[src/rtl/alu_share_pkg.sv]
// Shared types and op encodings for the two-requester ALU share arbiter.
// One-hot op codes; anything that is not exactly one bit set is illegal.
package alu_share_pkg;

  localparam int DEFAULT_WIDTH = 32;

  typedef enum logic [1:0] {
    IDLE = 2'd0,
    EXEC = 2'd1,
    RESP = 2'd2
  } state_t;

  localparam logic [4:0] OP_ADD = 5'b00001;
  localparam logic [4:0] OP_SUB = 5'b00010;
  localparam logic [4:0] OP_AND = 5'b00100;
  localparam logic [4:0] OP_SLT = 5'b01000;
  localparam logic [4:0] OP_OR  = 5'b10000;

  function automatic logic op_legal(input logic [4:0] op);
    return (op != 5'd0) && ((op & (op - 5'd1)) == 5'd0);
  endfunction

endpackage

[src/rtl/rr_arbiter2.sv]
// Two-way round-robin grant, combinational from req; pointer updates on upd.
// After reset requester 0 holds priority; a lone requester always wins.
module rr_arbiter2 (
  input  logic       clk,
  input  logic       rst,
  input  logic [1:0] req,
  input  logic       en,
  input  logic       upd,
  input  logic       upd_idx,
  output logic [1:0] gnt,
  output logic       gnt_idx
);

  logic last;

  always_ff @(posedge clk or posedge rst) begin
    if (rst)      last <= 1'b1;
    else if (upd) last <= upd_idx;
  end

  always_comb begin
    gnt_idx = 1'b0;
    case (req)
      2'b10:   gnt_idx = 1'b1;
      2'b11:   gnt_idx = ~last;
      default: gnt_idx = 1'b0;
    endcase
    gnt = (en && (req != 2'b00)) ? (gnt_idx ? 2'b10 : 2'b01) : 2'b00;
  end

endmodule

[src/rtl/alu_share_arbiter.sv]
// Arbitrates two requesters onto one external combinational ALU: accept, EXEC, RESP.
// Legal op responds 2 cycles after accept, illegal op 1; response held until rsp_ready.
module alu_share_arbiter
  import alu_share_pkg::*;
#(
  parameter int WIDTH = DEFAULT_WIDTH
) (
  input  logic             clk,
  input  logic             rst,
  input  logic [1:0]       req_valid,
  output logic [1:0]       req_ready,
  input  logic [4:0]       req_op0,
  input  logic [4:0]       req_op1,
  input  logic [WIDTH-1:0] req_a0,
  input  logic [WIDTH-1:0] req_b0,
  input  logic [WIDTH-1:0] req_a1,
  input  logic [WIDTH-1:0] req_b1,
  output logic [1:0]       rsp_valid,
  input  logic [1:0]       rsp_ready,
  output logic [WIDTH-1:0] rsp_data,
  output logic             rsp_zero,
  output logic             rsp_err,
  output logic [4:0]       alu_op,
  output logic [WIDTH-1:0] alu_a,
  output logic [WIDTH-1:0] alu_b,
  input  logic [WIDTH-1:0] alu_out,
  input  logic             alu_zero,
  output logic             busy
);

  state_t           state, state_nxt;
  logic [4:0]       op_q;
  logic [WIDTH-1:0] a_q, b_q, data_q;
  logic             g_q, zero_q, err_q;

  logic [1:0]       gnt;
  logic             gnt_idx;
  logic             acc, rsp_hs;
  logic [4:0]       sel_op;
  logic [WIDTH-1:0] sel_a, sel_b;

  // Grant is suppressed while rst is high so nothing looks accepted during reset.
  rr_arbiter2 u_arb (
    .clk     (clk),
    .rst     (rst),
    .req     (req_valid),
    .en      ((state == IDLE) && !rst),
    .upd     (rsp_hs),
    .upd_idx (g_q),
    .gnt     (gnt),
    .gnt_idx (gnt_idx)
  );

  assign req_ready = gnt;
  assign acc       = |(req_valid & req_ready);
  assign rsp_hs    = (state == RESP) && rsp_ready[g_q];
  assign sel_op    = gnt_idx ? req_op1 : req_op0;
  assign sel_a     = gnt_idx ? req_a1  : req_a0;
  assign sel_b     = gnt_idx ? req_b1  : req_b0;

  always_ff @(posedge clk or posedge rst) begin
    if (rst) state <= IDLE;
    else     state <= state_nxt;
  end

  always_comb begin
    state_nxt = state;
    case (state)
      IDLE:    if (acc) state_nxt = op_legal(sel_op) ? EXEC : RESP;
      EXEC:    state_nxt = RESP;
      RESP:    if (rsp_hs) state_nxt = IDLE;
      default: state_nxt = IDLE;
    endcase
  end

  always_comb begin
    rsp_valid = 2'b00;
    alu_op    = 5'd0;
    alu_a     = '0;
    alu_b     = '0;
    busy      = (state != IDLE);
    case (state)
      EXEC: begin
        alu_op = op_q;
        alu_a  = a_q;
        alu_b  = b_q;
      end
      RESP:    rsp_valid[g_q] = 1'b1;
      default: ;
    endcase
  end

  // An illegal op writes its error response at accept and never touches the ALU.
  always_ff @(posedge clk or posedge rst) begin
    if (rst) begin
      op_q   <= 5'd0;
      a_q    <= '0;
      b_q    <= '0;
      g_q    <= 1'b0;
      data_q <= '0;
      zero_q <= 1'b0;
      err_q  <= 1'b0;
    end else begin
      if (acc) begin
        op_q <= sel_op;
        a_q  <= sel_a;
        b_q  <= sel_b;
        g_q  <= gnt_idx;
        if (!op_legal(sel_op)) begin
          data_q <= '0;
          zero_q <= 1'b0;
          err_q  <= 1'b1;
        end
      end
      if (state == EXEC) begin
        data_q <= alu_out;
        zero_q <= alu_zero;
        err_q  <= 1'b0;
      end
    end
  end

  assign rsp_data = data_q;
  assign rsp_zero = zero_q;
  assign rsp_err  = err_q;

endmodule

[config.mk]
export PLATFORM = sky130hd
export DESIGN_NAME = alu_share_arbiter
export DESIGN_NICKNAME = d
export VERILOG_FILES = /design/src/rtl/alu_share_pkg.sv /design/src/rtl/rr_arbiter2.sv /design/src/rtl/alu_share_arbiter.sv
export SDC_FILE = /design/constraint.sdc
export NUM_CORES = 1
export LEC_CHECK = 0
export BUFFER_PORTS_ARGS = -buffer_cell sky130_fd_sc_hd__buf_2
export CORE_UTILIZATION = 46
export CTS_BUF_LIST = sky130_fd_sc_hd__clkbuf_16
export CTS_CLUSTER_SIZE = 40
export DETAILED_ROUTE_END_ITERATION = 16
export HOLD_SLACK_MARGIN = 0.1
export PLACE_DENSITY = 0.81
export SYNTH_ARGS = -nofsm -noshare
export SYNTH_HDL_FRONTEND = slang
export SYNTH_HIERARCHICAL = 1
export SYNTH_SLANG_ARGS = --single-unit
[constraint.sdc]
create_clock -name clk -period 3.19 [get_ports clk]
set_input_delay 0 -clock clk [delete_from_list [all_inputs] [get_ports clk]]
set_output_delay 0 -clock clk [all_outputs]
set_load 0.005 [all_outputs]
# --- Word-level counts from Yosys, hierarchy flattened ---
# Cells that the tools add are included.
# Widths: inputs -> output; s select.
totals:
  regBits: 107
  input_bits: 177
  out_inout_bits: 108
  elab_cells: 64
classes:
  addsub: 1
  magnitude_cmp: 2
  eq_ne: 7
  n_mux: 27
  bitwise: 3
  reduce_logical: 15
op_table:
  columns: ["op", "count"]
  rows:
  - ["$mux 32", 7]
  - ["$mux 2", 6]
  - ["$mux 5", 2]
  - ["$mux 1", 9]
  - ["$eq 2x2->1 const B", 3]
  - ["$pmux 2 s3", 1]
  - ["$reduce_bool 2->1", 3]
  - ["$and 5x5->5", 1]
  - ["$logic_and 1x1->1", 5]
  - ["$logic_not 5->1", 1]
  - ["$reduce_bool 5->1", 1]
  - ["$sub 5x1->5 const B", 1]
  - ["$ne 2x2->1 const B", 2]
  - ["$reduce_and 2->1", 2]
  - ["$and 2x2->2", 1]
  - ["$eq 2x1->1 const B", 1]
  - ["$logic_not 2->1", 1]
  - ["$lt 1x2->1 const B", 1]
  - ["$ne 2x1->1 const B", 1]
  - ["$pmux 1 s2", 1]
  - ["$reduce_or 2->1", 1]
  - ["$demux 1 s1", 1]
  - ["$ge 1x1->1 const B", 1]
  - ["$logic_not 1->1", 1]
  - ["$not 1->1", 1]

# --- Depth between registers and ports, before layout ---
# Gate-level depths: netlist of run 1.
depth:
  word_depth: 10
  depth_mapped: 11
  depth_no_buf: 8

# --- Cells and area by module ---
# The synthesis of run 1 kept the hierarchy.
modules_own_cells:
  columns: ["module", "instances", "cells_per_inst", "area_each_um2", "seq_area_each_um2"]
  rows:
  - ["alu_share_arbiter", 1, 556, 5346.4, 2652.5]
  - ["rr_arbiter2", 1, 9, 68.8, 26.3]

# --- Worst setup path before layout of run 1 ---
# OpenSTA, ideal clock, no wires.
synth_timing:
  path_kind: "register to register"
  start: "register state[0]"
  end: "register data_q[0] (netlist: rsp_data[0])"
  setup_time_ns: 0.119
  arrival_ns: 2.020
  required_time_ns: 3.071
  slack_ns: 1.051
  path_stages_with_launch: 12
  path_buffers: 3
  synth_period_minus_slack_ns: 2.139
  path_cell_list: "dfrtp_1 -> or2_2 -> nor2_1 -> nand2_1 -> a21oi_1 -> a22oi_4 -> buf_4 -> nor2_1 -> and4_1 -> buf_6 -> buf_6 -> a21oi_2"
synth_via:
  elab_chain_cells: 8
  elab_cells_between_ends: 11
  cone_classes: "eq/ne: 2; mux: 2; bitwise: 1; reduce/logical: 6"
synth_lines:
  columns: ["item", "line_no", "text"]
  rows:
  - ["start, declared", "alu_share_arbiter.sv:31", "state_t state, state_nxt;"]
  - ["start signal, assigned", "alu_share_arbiter.sv:63", "else state <= state_nxt;"]
  - ["$logic_not 2->1", "alu_share_arbiter.sv:47", ".en ((state == IDLE) && !rst),"]
  - ["$logic_and 1x1->1", "alu_share_arbiter.sv:47", null]
  - ["$logic_and 1x1->1", "rr_arbiter2.sv:28", "gnt = (en && (req != 2'b00)) ? (gnt_idx ? 2'b10 : 2'b01) : 2'b00;"]
  - ["$mux 2", "rr_arbiter2.sv:28", null]
  - ["net req_ready[0]", "alu_share_arbiter.sv:11", "output logic [1:0] req_ready,"]
  - ["$and 2x2->2", "alu_share_arbiter.sv:55", "assign acc = |(req_valid & req_ready);"]
  - ["$reduce_or 2->1", "alu_share_arbiter.sv:55", null]
  - ["$reduce_bool 2->1 (no line)", null, null]
  - ["$reduce_and 2->1 (no line)", null, null]
  - ["end signal, assigned", "alu_share_arbiter.sv:116", "data_q <= alu_out;"]
  - ["end, declared", "alu_share_arbiter.sv:33", "logic [WIDTH-1:0] a_q, b_q, data_q;"]
# The timed path passes the listed nets, and every way through them passes these cells.
# A chain may end at the register's enable or synchronous reset.

# --- Final worst setup path of run 1 ---
layout_timing:
  start: "register u_arb.last"
  end: "register a_q[10]"
layout_via:
  elab_chain_cells: 6
  elab_cells_between_ends: 7
  cone_classes: "mux: 4; bitwise: 2; reduce/logical: 1"
layout_lines:
  columns: ["item", "line_no", "text"]
  rows:
  - ["start, declared", "rr_arbiter2.sv:14", "logic last;"]
  - ["start signal, assigned", "rr_arbiter2.sv:18", "else if (upd) last <= upd_idx;"]
  - ["$not 1->1 *", "rr_arbiter2.sv:25", "2'b11: gnt_idx = ~last;"]
  - ["$pmux 1 s2 *", "rr_arbiter2.sv:23", "case (req)"]
  - ["net gnt_idx", "alu_share_arbiter.sv:37", "logic gnt_idx;"]
  - ["$mux 2 (2 in a row)", "rr_arbiter2.sv:28", null]
  - ["$and 2x2->2", "alu_share_arbiter.sv:55", null]
  - ["$reduce_or 2->1", "alu_share_arbiter.sv:55", null]
  - ["end signal, assigned", "alu_share_arbiter.sv:106", "a_q <= sel_a;"]
  - ["end, declared", "alu_share_arbiter.sv:33", null]
# The timed path passes the listed nets; every way through them passes the cells marked *.

==> flow_metrics.py, run 1 <==
metrics = {
    "outcome": {
        "outcome": "finished, final reports clean",
    },
    "min_path": {
        "min_path_type": "in2reg",
        "min_path_cells": 4,
        "hold_end": "state[1]",
        "hp-start": "req_op1[2]",
    },
    "placement": {
        "portBuffers": 284,
        "globalplace.congestion": 0.761,
        "dpl.cell_count": 960,
        "dp_hpwl_um": 10100,
        "place_area_mm2": 0.00691,
    },
    "cts": {
        "cts.repair.resized": 0,
        "clk_latency_ns": 0.34,
        "cts_setup_buffers": 0,
        "root_buffer": "clkbuf_16",
        "cts_buffers": 9,
        "h-tree-depth": 3,
        "clockBufferDepth": 2,
        "clk_pin_slew_ns": 0.08,
        "hold_buffers": 174,
        "cts_sinks": 107,
        "cts_tree": "done",
    },
    "critical_path": {
        "cp-start-kind": "flop",
        "r2r_start": "u_arb/last",
        "rrSetupSlack_ns": 0.44,
        "crit_fanout": 96,
        "crit_type": "reg2reg",
        "crit_arrival_ns": 2.90,
        "required_ns": 3.33,
        "critical_path.endpoint_type": "flop",
        "reg2reg_to": "a_q[10]",
        "crit_path_start": "u_arb/last",
        "ff2ff_path_depth": 6,
    },
    "layout": {
        "drive_above_1_share_pct": 34.6,
        "fin_cells": 1153,
        "final_area_mm2": 0.00896,
        "area_delta_synth_final_pct": 65.5,
        "finalNetCount": 1179,
    },
    "sta": {
        "tightest_slew_ns": 0.889,
        "period_share_pct": 86.3,
        "hold_slack_ns": 0.183,
        "tns_ns": 0,
        "final-max-slew-violation-count": 0,
        "fmax_mhz": 363,
        "fin_crit_ns": 2.75,
        "hold_viol": 0,
        "finalClockSkew_ns": 0.0103,
        "relSlewSlack_pct": 40.7,
        "rsz0062_at_grt": "false",
        "setup_viol": 0,
    },
    "logic_synthesis": {
        "synthCells": 565,
        "ys_ff_latch": 107,
        "ys.flop_type": "dfrtp_1",
        "yosysMostFrequentCell": "nand2_1",
        "ys_top_cells_by_area": "dfrtp_1 49%, mux2i_1 13%, nand2_1 9.5%",
        "synth_top_area_share_pct": 49.0,
        "ys_types": 31,
        "yosys.area.top_type": "dfrtp_1",
        "avgSynthCellArea_um2": 9.58,
        "yosysSeqAreaShare_pct": 49.5,
        "yosysWarnings": 6,
        "synthesis.area_mm2": 0.00542,
        "async_flop_share_pct": 100,
        "synth_common_cells": "137 x nand2_1, 106 x dfrtp_1, 72 x o21ai_0",
        "synth_edf_count": 0,
        "syn-num-nets": 742,
    },
    "power": {
        "power_density_mw_per_mm2": 553,
        "leakagePower_uw": 0.00466,
        "ir_drop_uv": 347,
        "p_total_uw": 4950,
    },
    "detailed_routing": {
        "vias": 6067,
        "wl_um": 20400,
        "drtIter0Drc": 479,
        "drc": 0,
        "ant_nets": 0,
        "avgViaCountPerCell": 5.26,
        "wl_per_cell_um": 17.7,
        "first_pass_iters": 5,
    },
    "global_route": {
        "gr-total-overflow": 0,
        "grt_max_degree": 103,
        "grt_pass1_wl_um": 32400,
        "first_global_vias": 6476,
        "grt_usage_pct": 33.3,
        "antenna_found_initial": 3,
    },
    "die": {
        "std_cell_rows": 39,
        "die-area_mm2": 0.0122,
        "die_w_um": 111,
        "die_y_um": 111,
        "ios": 285,
        "start_util_pct": 47.2,
        "core_mm2": 0.0115,
    },
    "run": {
        "drv_cap": 0,
    },
}
==> per-stage QoR <==
stage          utilization, %  worst slack, ns
3_3_place_gp             60.3            0.746
4_1_cts                  78.1            0.611
5_1_grt                  78.2            0.288
3_5_place_dp             60.3            0.631
2_1_floorplan               -            0.401
6_report                 78.2            0.436
==> flip-flops by register name, indices dropped and copies added (netlist names) <==
signal      flops
a_q            32
b_q            32
rsp_data       32
op_q            5
state           2
g_q             1
rsp_err         1
rsp_zero        1
u_arb/last      1
==> metal layers <==
| metal | vias to the layer above | GRT usage, % | part of all wire (%) |
|---|---|---|---|
| met5 | - | 0 | 0 |
| met4 | 0 | 16.6 | 4.1 |
| met3 | 72 | 7.52 | 7.4 |
| met2 | 368 | 59.0 | 51 |
| met1 | 2872 | 37.6 | 37 |
| li1 | 2755 | - | - |
==> logic make-up (layout without fill, tap and decap cells) <==
family / count (synthesis) / count (layout) / share of synthesized area (%)
buffers and inverters: 46 / 488 / 4.14
xor gates and xnor gates: 4 / 4 / 0.647
and+or+nand+nor: 224 / 224 / 19.4
DFF: 107 / 107 / 49.5
muxes: 71 / 71 / 13.1
other: 0 / 3 / 0
AOI/OAI and AO/OA: 113 / 113 / 13.2
==> power breakdown <==
| part | switching (uW) | internal, uW |
|---|---|---|
| clock network | 524 | 615 |
| logic | 809 | 786 |
| registers | 327 | 1890 |
| total | 1660 | 3300 |
==> area by class of cell <==
type                       instances  area [um^2]
timing repair buffer             468         3250
sequential                       107         2680
multi-input combinational        412         2530
fill                             674         2500
clock buffer                       9          225
tap                              143          179
clock inverter                     7         76.3
inverter                           4         17.5
antenna                            3         7.51
==> worst max path at each step <==
stage / endpoint / slack, ns / cells past startpoint
6_report: a_q[10] / 0.44 / 6
5_1_grt: a_q[10] / 0.29 / 6
4_1_cts: a_q[14] / 0.61 / 6
3_5_place_dp: a_q[14] / 0.63 / 6
3_3_place_gp: a_q[10] / 0.75 / 6
2_1_floorplan: a_q[0] / 0.40 / 1
==> worst max-delay path, stage by stage (launching register included) <==
cell and delay (ns):
dfstp_2 0.55, a21boi_4 0.13, and2_1 0.23, a22oi_4 0.13, buf_4 0.39, buf_4 0.73
o21ai_0 0.34
==> cells in the final DEF, fill, tap and decap left out, types with 5 or more instances in the layout <==
cell / count
dfrtp_1: 106
a21oi_2: 30
and2_1: 70
nor2_1: 5
nand2_1: 137
clkbuf_16: 9
mux2i_1: 70
buf_2: 284
dlygate4sd3_1: 174
buf_4: 9
o21ai_0: 72
(Power assumes the default switching activity.)
==> run 2, diff against run 1 <==
--- a/config.mk
+++ b/config.mk
@@ -6,12 +6,13 @@
 export NUM_CORES = 1
 export LEC_CHECK = 0
 export BUFFER_PORTS_ARGS = -buffer_cell sky130_fd_sc_hd__buf_2
-export CORE_UTILIZATION = 46
+export CORE_AREA = 2 2 112 114
 export CTS_BUF_LIST = sky130_fd_sc_hd__clkbuf_16
 export CTS_CLUSTER_SIZE = 40
 export DETAILED_ROUTE_END_ITERATION = 16
+export DIE_AREA = 0 0 114 116
 export HOLD_SLACK_MARGIN = 0.1
-export PLACE_DENSITY = 0.81
+export PLACE_DENSITY = 0.8
 export SYNTH_ARGS = -nofsm -noshare
 export SYNTH_HDL_FRONTEND = slang
 export SYNTH_HIERARCHICAL = 1
==> constraint.sdc (replaced) <==
create_clock -name clk -period 3.3 [get_ports clk]
set_input_delay 0 -clock clk [delete_from_list [all_inputs] [get_ports clk]]
set_output_delay 0 -clock clk [all_outputs]
set_load 0.005 [all_outputs]
==> flow_metrics.py, run 2 (same netlist as run 1, synthesis figures left out) <==
metrics = {
    "cts": {
        "cts_sinks": 107,
        "cts.repair.resized": 0,
        "h-tree-depth": 3,
        "clk_pin_slew_ns": 0.08,
        "cts_setup_buffers": 0,
        "clk_latency_ns": 0.36,
        "cts_buffers": 9,
        "cts_tree": "done",
        "root_buffer": "clkbuf_16",
        "clockBufferDepth": 2,
        "hold_buffers": 174,
    },
    "critical_path": {
        "slowest_stage": "dlygate4sd3_1",
        "ff2ff_path_depth": 5,
        "crit_fanout": 31,
        "critical_path.endpoint_type": "flop",
        "path_buf_inv": 2,
        "reg2reg_to": "a_q[31]",
        "crit_type": "reg2reg",
        "rrSetupSlack_ns": 0.74,
        "path_cells": "a21boi_4, buf_4, mux2i_1, dlygate4sd3_1, o21ai_0",
        "crit_arrival_ns": 2.75,
        "required_ns": 3.50,
        "crit_family": "buffers and inverters",
        "r2r_start": "u_arb/last",
        "cp-start-kind": "flop",
        "max_stage_delay_ns": 0.60,
    },
    "die": {
        "core_mm2": 0.0119,
        "start_util_pct": 45.5,
        "die_w_um": 114,
        "std_cell_rows": 40,
        "die-area_mm2": 0.0132,
        "die_y_um": 116,
        "ios": 285,
    },
    "sta": {
        "setup_ws_ns": 0.744,
        "finalClockSkew_ns": 0.00697,
        "hold_viol": 0,
        "tightest_slew_ns": 0.947,
        "period_share_pct": 77.4,
        "relSlewSlack_pct": 36.9,
        "rsz0062_at_grt": "false",
        "setup_viol": 0,
        "hold_slack_ns": 0.198,
        "fin_crit_ns": 2.56,
        "tns_ns": 0,
        "final-max-slew-violation-count": 0,
        "fmax_mhz": 391,
    },
    "outcome": {
        "outcome": "finished, final reports clean",
    },
    "layout": {
        "layout_common_cells": "284 x buf_2, 174 x dlygate4sd3_1, 137 x nand2_1",
        "final_area_mm2": 0.00896,
        "area_delta_synth_final_pct": 65.5,
        "finalNetCount": 1178,
        "fin_cells": 1155,
        "drive_above_1_share_pct": 34.5,
        "mostFrequentLayoutCell": "buf_2",
    },
    "detailed_routing": {
        "vias": 5920,
        "drtIter0Drc": 418,
        "wl_um": 20200,
        "ant_nets": 0,
        "drc": 0,
        "first_pass_iters": 5,
        "avgViaCountPerCell": 5.13,
        "wl_per_cell_um": 17.5,
    },
    "power": {
        "clkPwrFrac_pct": 23.7,
        "ir_drop_uv": 315,
        "power_density_mw_per_mm2": 532,
        "p_sw_uw": 1580,
        "switching_share_pct": 33.1,
        "seq_power_share_pct": 44.5,
        "leakagePower_uw": 0.00466,
        "power_frac_comb_pct": 31.8,
        "intPower_uw": 3190,
    },
    "global_route": {
        "grt_pass1_wl_um": 31000,
        "first_global_vias": 6311,
        "grt_usage_pct": 30.2,
        "gr-total-overflow": 0,
        "antenna_found_initial": 1,
        "grt_max_degree": 142,
    },
    "placement": {
        "place_area_mm2": 0.00691,
        "dp_hpwl_um": 10400,
        "portBuffers": 284,
        "globalplace.congestion": 0.769,
        "dpl.cell_count": 963,
        "place_ws_ns": 0.963,
    },
    "min_path": {
        "hp-start": "req_op1[1]",
        "min_path_cells": 5,
        "hold_end": "state[0]",
        "min_path_type": "in2reg",
    },
    "run": {
        "drv_cap": 0,
    },
}
==> run 2: cell types whose count changed in the layout (fill, tap and decap cells not counted) <==
cell | previous run | this run
clkinvlp_4 | 2 | 1
buf_4 | 9 | 8
clkinv_2 | 1 | 0
inv_6 | 2 | 4
diode_2 | 3 | 2
==> run 2: routing by layer <==
layer / global-route usage (%) / share of wire (%)
met3: 7.01 / 7.2
met5: 0 / 0
met2: 53.6 / 51
met1: 33.5 / 38
met4: 16.7 / 4.1
==> run 2: area by class of cell <==
cell class	instances	area [um^2]
antenna	2	5.00
clock buffer	9	225
clock inverter	7	81.3
fill	743	2950
inverter	4	17.5
multi-input combinational	412	2530
sequential	107	2680
tap	147	184
timing repair buffer	467	3240
==> run 2: tightest hold or removal path, stage by stage <==
cell and delay (ns):
buf_2 0.12, nor3b_1 0.06, o211ai_1 0.09, nand3_1 0.10, nor3b_1 0.15
==> run 2: worst max-delay path by stage <==
stage,startpoint,end,cells after the start
2_1_floorplan,rst,a_q[0],1
3_3_place_gp,state[1],rsp_data[31],9
3_5_place_dp,state[1],rsp_zero,9
4_1_cts,u_arb/last,a_q[6],5
5_1_grt,u_arb/last,b_q[28],5
6_report,u_arb/last,a_q[31],5
==> run 2: per-stage QoR <==
stage | power (uW) | util [%]
after floorplan | 2830 | -
after global placement | 3220 | 58.0
after detailed placement | 3290 | 58.0
after CTS | 4670 | 75.2
after global routing | 5050 | 75.2
final | 4770 | 75.3
==> run 2: power groups by stage <==
stage	combinational, uW	clock [uW]	sequential, uW
after detailed placement	1190	0	2110
after floorplan	785	0	2050
after global placement	1130	0	2080
final	1520	1130	2120
after CTS	1440	1140	2090
after global routing	1680	1200	2170
